**config.mk**
```make
export PLATFORM = sky130hd
export DESIGN_NAME = uart_rx_buffer
export DESIGN_NICKNAME = d
export VERILOG_FILES = /design/src/rtl/uart_rx_buffer_pkg.sv /design/src/rtl/uart_sync_fifo.sv /design/src/rtl/uart_rx_buffer.sv
export SDC_FILE = /design/constraint.sdc
export NUM_CORES = 1
export LEC_CHECK = 0
export CAP_MARGIN = 10
export CORE_AREA = 5 5 95 141
export DETAILED_ROUTE_END_ITERATION = 10
export DIE_AREA = 0 0 100 146
export GPL_TIMING_DRIVEN = 1
export PLACE_DENSITY = 0.82
export SETUP_SLACK_MARGIN = 0.3
export SYNTH_ARGS = -nofsm -noshare
export SYNTH_HDL_FRONTEND = slang
export SYNTH_SLANG_ARGS = --single-unit
```
**constraint.sdc**
```tcl
create_clock -name clk_i -period 4.4 [get_ports clk_i]
set_clock_uncertainty 0.2 [all_clocks]
set_input_delay 0.88 -clock clk_i [delete_from_list [all_inputs] [get_ports clk_i]]
set_output_delay 0.88 -clock clk_i [all_outputs]
set_load 0.005 [all_outputs]
```
**src/rtl/uart_rx_buffer_pkg.sv**
```systemverilog
// Shared UART receive-path constants: data width, default buffer depth and the
// bit layout of a stored entry {stop_err, parity_err, data}.
package uart_rx_buffer_pkg;

   localparam int UART_DATA_W     = 8;
   localparam int UART_FIFO_DEPTH = 16;

   // Error flags sit directly above the data field, in this order.
   localparam int ENTRY_DATA_LSB   = 0;
   localparam int ENTRY_PARITY_OFS = 0;
   localparam int ENTRY_STOP_OFS   = 1;
   localparam int ENTRY_FLAG_W     = 2;

endpackage

```
**src/rtl/uart_sync_fifo.sv**
```systemverilog
// Generic single-clock first-word-fall-through FIFO. DEPTH must be a power of
// two; pointers carry one extra wrap bit to tell full from empty.
module uart_sync_fifo #(
   parameter int WIDTH  = 10,
   parameter int DEPTH  = 16,
   parameter int ADDR_W = 4
) (
   input  logic              clk_i,
   input  logic              rst_ni,
   input  logic              clear_i,
   input  logic              push_i,
   input  logic [WIDTH-1:0]  data_i,
   input  logic              pop_i,
   output logic [WIDTH-1:0]  data_o,
   output logic              full_o,
   output logic              empty_o,
   output logic [ADDR_W:0]   count_o
);

   localparam logic [ADDR_W:0] PTR_ONE = {{ADDR_W{1'b0}}, 1'b1};

   logic [WIDTH-1:0] r_mem [DEPTH];
   logic [ADDR_W:0]  r_wr_ptr;
   logic [ADDR_W:0]  r_rd_ptr;
   logic             w_full;
   logic             w_empty;
   logic             w_push;
   logic             w_pop;

   assign w_empty = (r_wr_ptr == r_rd_ptr);
   assign w_full  = (r_wr_ptr[ADDR_W] != r_rd_ptr[ADDR_W]) &&
                    (r_wr_ptr[ADDR_W-1:0] == r_rd_ptr[ADDR_W-1:0]);

   // A pop in the same cycle frees the head slot, so a push into a full FIFO
   // is accepted whenever it coincides with a pop.
   assign w_pop  = pop_i & ~w_empty;
   assign w_push = push_i & (~w_full | w_pop);

   // NOTE: state is updated with non-blocking assignments so every register
   // samples pre-edge values regardless of block ordering.
   always_ff @(posedge clk_i or negedge rst_ni) begin
      if (!rst_ni) begin
         r_wr_ptr <= '0;
         r_rd_ptr <= '0;
      end else if (clear_i) begin
         r_wr_ptr <= '0;
         r_rd_ptr <= '0;
      end else begin
         if (w_push) r_wr_ptr <= r_wr_ptr + PTR_ONE;
         if (w_pop)  r_rd_ptr <= r_rd_ptr + PTR_ONE;
      end
   end

   // NOTE: the storage array has no reset; the pointers alone define which
   // entries are valid, and a reset-free array maps onto plain RAM.
   always_ff @(posedge clk_i) begin
      if (w_push && !clear_i) r_mem[r_wr_ptr[ADDR_W-1:0]] <= data_i;
   end

   assign data_o  = r_mem[r_rd_ptr[ADDR_W-1:0]];
   assign full_o  = w_full;
   assign empty_o = w_empty;
   assign count_o = r_wr_ptr - r_rd_ptr;

endmodule

```
**src/rtl/uart_rx_buffer.sv**
```systemverilog
// Receive buffer behind the UART Rx path: captures one entry per rx_done pulse,
// queues it in a FWFT FIFO and flags characters dropped while the FIFO is full.
module uart_rx_buffer
   import uart_rx_buffer_pkg::*;
#(
   parameter int MAX_UART_DATA_W = UART_DATA_W,
   parameter int FIFO_DEPTH      = UART_FIFO_DEPTH,
   parameter int FIFO_ADDR_W     = $clog2(FIFO_DEPTH),
   parameter int ENTRY_W         = MAX_UART_DATA_W + ENTRY_FLAG_W
) (
   input  logic                        clk_i,
   input  logic                        rst_ni,
   input  logic                        clear_i,
   input  logic                        rx_done_i,
   input  logic [MAX_UART_DATA_W-1:0]  rx_data_i,
   input  logic                        rx_parity_err_i,
   input  logic                        rx_stop_err_i,
   input  logic                        rd_ready_i,
   output logic                        rd_valid_o,
   output logic [MAX_UART_DATA_W-1:0]  rd_data_o,
   output logic                        rd_parity_err_o,
   output logic                        rd_stop_err_o,
   output logic [FIFO_ADDR_W:0]        count_o,
   output logic                        full_o,
   output logic                        empty_o,
   output logic                        overflow_o
);

   localparam int PARITY_BIT = MAX_UART_DATA_W + ENTRY_PARITY_OFS;
   localparam int STOP_BIT   = MAX_UART_DATA_W + ENTRY_STOP_OFS;

   logic               r_rx_done_q;
   logic               r_overflow;
   logic               w_wr_req;
   logic               w_rd_fire;
   logic               w_full;
   logic               w_empty;
   logic [ENTRY_W-1:0] w_wr_entry;
   logic [ENTRY_W-1:0] w_rd_entry;

   // Rising-edge detect so a multi-cycle done pulse yields a single write.
   assign w_wr_req  = rx_done_i & ~r_rx_done_q;
   assign w_rd_fire = ~w_empty & rd_ready_i;

   always_comb begin
      w_wr_entry                                           = '0;
      w_wr_entry[ENTRY_DATA_LSB +: MAX_UART_DATA_W]        = rx_data_i;
      w_wr_entry[PARITY_BIT]                               = rx_parity_err_i;
      w_wr_entry[STOP_BIT]                                 = rx_stop_err_i;
   end

   // The edge register keeps tracking through clear_i so a pulse spanning the
   // flush is not captured again afterwards.
   always_ff @(posedge clk_i or negedge rst_ni) begin
      if (!rst_ni) begin
         r_rx_done_q <= 1'b0;
         r_overflow  <= 1'b0;
      end else begin
         r_rx_done_q <= rx_done_i;
         if (clear_i)                               r_overflow <= 1'b0;
         else if (w_wr_req && w_full && !w_rd_fire) r_overflow <= 1'b1;
      end
   end

   uart_sync_fifo #(
      .WIDTH  (ENTRY_W),
      .DEPTH  (FIFO_DEPTH),
      .ADDR_W (FIFO_ADDR_W)
   ) u_fifo (
      .clk_i   (clk_i),
      .rst_ni  (rst_ni),
      .clear_i (clear_i),
      .push_i  (w_wr_req),
      .data_i  (w_wr_entry),
      .pop_i   (rd_ready_i),
      .data_o  (w_rd_entry),
      .full_o  (w_full),
      .empty_o (w_empty),
      .count_o (count_o)
   );

   assign rd_valid_o      = ~w_empty;
   assign rd_data_o       = w_rd_entry[ENTRY_DATA_LSB +: MAX_UART_DATA_W];
   assign rd_parity_err_o = w_rd_entry[PARITY_BIT];
   assign rd_stop_err_o   = w_rd_entry[STOP_BIT];
   assign full_o          = w_full;
   assign empty_o         = w_empty;
   assign overflow_o      = r_overflow;

endmodule

```
==> flow_summary.toml <==
[run]
cap_viol_max_count = 0

[global_route]
antenna_found_initial = 0
grt_max_degree = 34
grt_use_total = 0.2138
overflow = 0
grt_pass1_wl_mm = 22.59
grt_pass1_vias = 3918

[yosys]
synth.yosys.seq_area_share = 0.7261
synth_warnings = 0
synth.cell_area_um2 = 7030
syn-instance-count = 380
syn-num-nets = 405
synth-seq-cells = 172
syn_avg_cell_area_um2 = 18.50
synthDistinctLibCells = 35

[placed_design]
placement.io_buffers = 33
gp_congestion = 0.8648
placedInstanceArea_um2 = 7601
dpl.hpwl_mm = 9.424

[sta]
hold_viol = 0
tns_ns = 0
rsz0062_at_grt = "no"
finalCritPeriodShare = 0.8723
slew_headroom = 0.1787
drv_slew = 0
fin_crit_ns = 3.838
tightest_slew_ns = 1.222
finalSetupViolations = 0
max_freq_ghz = 0.2606

[run_status]
outcome = "finished, final reports clean"

[worst_hold_path]
hold_end = "overflow_o$_DFFE_PN0P_"
min_from = "overflow_o$_DFFE_PN0P_"
holdPathStages = 2
hp-class = "flip-flop to flip-flop"

[clocking]
cts_tree = "built"
clk_path_buf_depth = 2
hold_buffers = 0
cts_buffers = 17
cts-root-buf = "clkbuf_16"
path_clk_slew_ns = 0.06
clk_latency_ns = 0.42
h-tree-depth = 4
cts_sinks = 172

[routing]
vias_per_cell = 6.145
routed_wl_mm = 14.69
drc_errors = 0
drt_iter0_markers = 364
drt-pass1-iter-count = 5
wl_per_cell_um = 24.40
ant_nets = 0
vias = 3699

[floorplanning]
die_width_um = 100
die-area_um2 = 14600
pin_count = 34
rows = 49
start_util = 0.5881
die_y_um = 146
core_um2 = 11960

[critical_path]
worstPathRequired_ns = 3.32
r2r_slack_ns = 0.84
cp-start-kind = "flip-flop"
r2r-start = "u_fifo.r_rd_ptr[3]$_DFFE_PN0P_"
cp_slowest_cell = "dfrtp_4"
slowest_delay_ns = 0.64
path_cells = "ha_1 -> fa_1 -> inv_1 -> a21o_1 -> a21oi_1 -> xnor2_1 -> clkdlybuf4s50_1"
worst-path-buf-inv = 2
ff2ff_path_depth = 6
crit_family = "adder cells"
worstSetupPathType = "flip-flop to output pin"
path_max_fanout = 18
endpoint_kind = "output pin"
crit_arrival_ns = 2.76
timing.rr.end = "u_fifo.r_mem[0][6]$_DFFE_PP_"

[cells_and_area]
design_area_um2 = 8187
final_nets = 461
drive_above_1_share = 0.2027
antenna_cells = 0
fill_cells = 761
syn_to_final_growth_pct = 16.44

[power]
leakage_uw = 0.002621
max-vdd-ir-drop_mv = 0.3169
pwr_density_cell_nw_per_um2 = 441.8
cell usage after synthesis, drive strengths merged:
cell type	n	area, um^2
nor3	9	45.04
or3b	1	8.760
xnor2	7	68.82
nand4	2	12.51
dfrtp	12	300.3
ha	9	112.6
o21ai	24	120.1
xor2	3	26.28
fa	1	20.02
and4	1	8.760
inv	10	37.54
buf	12	97.58
nor2b	3	18.77
clkbuf	8	30.03
o31ai	1	21.27
a21oi	7	35.03
nand3	2	10.01
mux2i	32	320.3
edfxtp	160	4805
a221oi	10	87.58
a21o	2	15.01
o311ai	1	8.760
nor2	18	67.56
o211ai	1	7.510
mux4	30	675.7
and2	1	6.260
or3	3	18.77
nand2	8	30.03
nand3b	2	15.01
worst max-delay path by stage:
stage | start | end | cells past startpoint
floorplan | u_fifo.r_rd_ptr[1]$_DFFE_PN0P_ | u_fifo.r_mem[0][0]$_DFFE_PP_ | 8
global placement | u_fifo.r_rd_ptr[3]$_DFFE_PN0P_ | u_fifo.r_mem[11][4]$_DFFE_PP_ | 7
detailed placement | rx_done_i | u_fifo.r_mem[0][8]$_DFFE_PP_ | 5
CTS | u_fifo.r_rd_ptr[0]$_DFFE_PN0P_ | rd_data_o[0] | 6
global route | u_fifo.r_rd_ptr[3]$_DFFE_PN0P_ | full_o | 5
finish | u_fifo.r_rd_ptr[0]$_DFFE_PN0P_ | count_o[4] | 7
stage by stage:
| step | instances | worst slack [ns] | util | hold slack (ns) | power [uW] |
|---|---|---|---|---|---|
| floorplan | 380 | 1.233 | - | 0.2859 | 2095 |
| global placement | 569 | 0.8323 | 0.6358 | 0.2852 | 2228 |
| finish | 602 | 0.5621 | 0.6848 | 0.3360 | 3617 |
| global route | 602 | 0.3879 | 0.6848 | 0.4116 | 3747 |
| detailed placement | 569 | 0.6609 | 0.6358 | 0.3199 | 2239 |
| CTS | 601 | 0.3186 | 0.6829 | 0.3383 | 3622 |
flip-flops by register name, summed over array words and instances, names as in the netlist:
register	count
u_fifo.r_rd_ptr	5
u_fifo.r_wr_ptr	5
overflow_o	1
r_rx_done_q	1
u_fifo.r_mem	160
worst min-delay path: cells and delay by family, from the launching register on:
family / cells / cell delay, ns
simple gates: 1 / 0.08
flops: 1 / 0.36
compound gates: 1 / 0.05
routing by layer:
layer	GRT usage	up-vias	routed length, um
met5	0	-	0
met4	0.08564	0	339
met3	0.04988	29	885
met2	0.3606	158	8155
met1	0.2659	1884	5306
li1	-	1628	-
layout by cell type (no fill, tap or decap), drive strengths merged, types with 2 or more instances in the layout:
cell type	count
xnor2	7
clkbuf	17
buf	24
a21o	2
nor2	18
clkdlybuf4s50	33
nand3	2
nand2	8
xor2	3
ha	9
o21ai	24
clkinv	5
dfrtp	12
or3	3
a221oi	10
nor2b	3
a21oi	7
mux4	30
inv	15
nand3b	2
clkinvlp	4
edfxtp	160
nand4	2
mux2i	32
nor3	9
timing repair:
action	4_1_cts	5_1_grt
resized for setup	0	2
setup buffers	0	1
setup endpoints to repair	0	10
cell families (layout without fill, tap and decap cells):
family          after synthesis  after routing  synth area share
xor+xnor                     10             10           0.01353
buf+inv                      30             99           0.02349
simple gates                 50             50           0.03435
mux                          62             62            0.1417
fa+ha+maj                    10             10           0.01886
compound gates               46             46           0.04200
flops                       172            172            0.7261
layout make-up:
cell class              count  area [um^2]  share of cell area
clock buffers              17        425.4             0.05196
clock inverters            15        137.6             0.01681
inverters                  10        37.54            0.004585
multi-input cells         178         1760              0.2150
flip-flops and latches    172         5111              0.6243
well taps                 153        191.4             0.02338
repair buffers             57        523.0             0.06389
power by group:
group          switching, uW  total, uW  internal [uW]  leakage, uW
clock network            615       1400            786     0.000266
logic                    180        393            213     0.000756
registers               24.8       1820           1800      0.00160
total                    820       3620           2800      0.00262
Power figures use the tool's default switching activity.
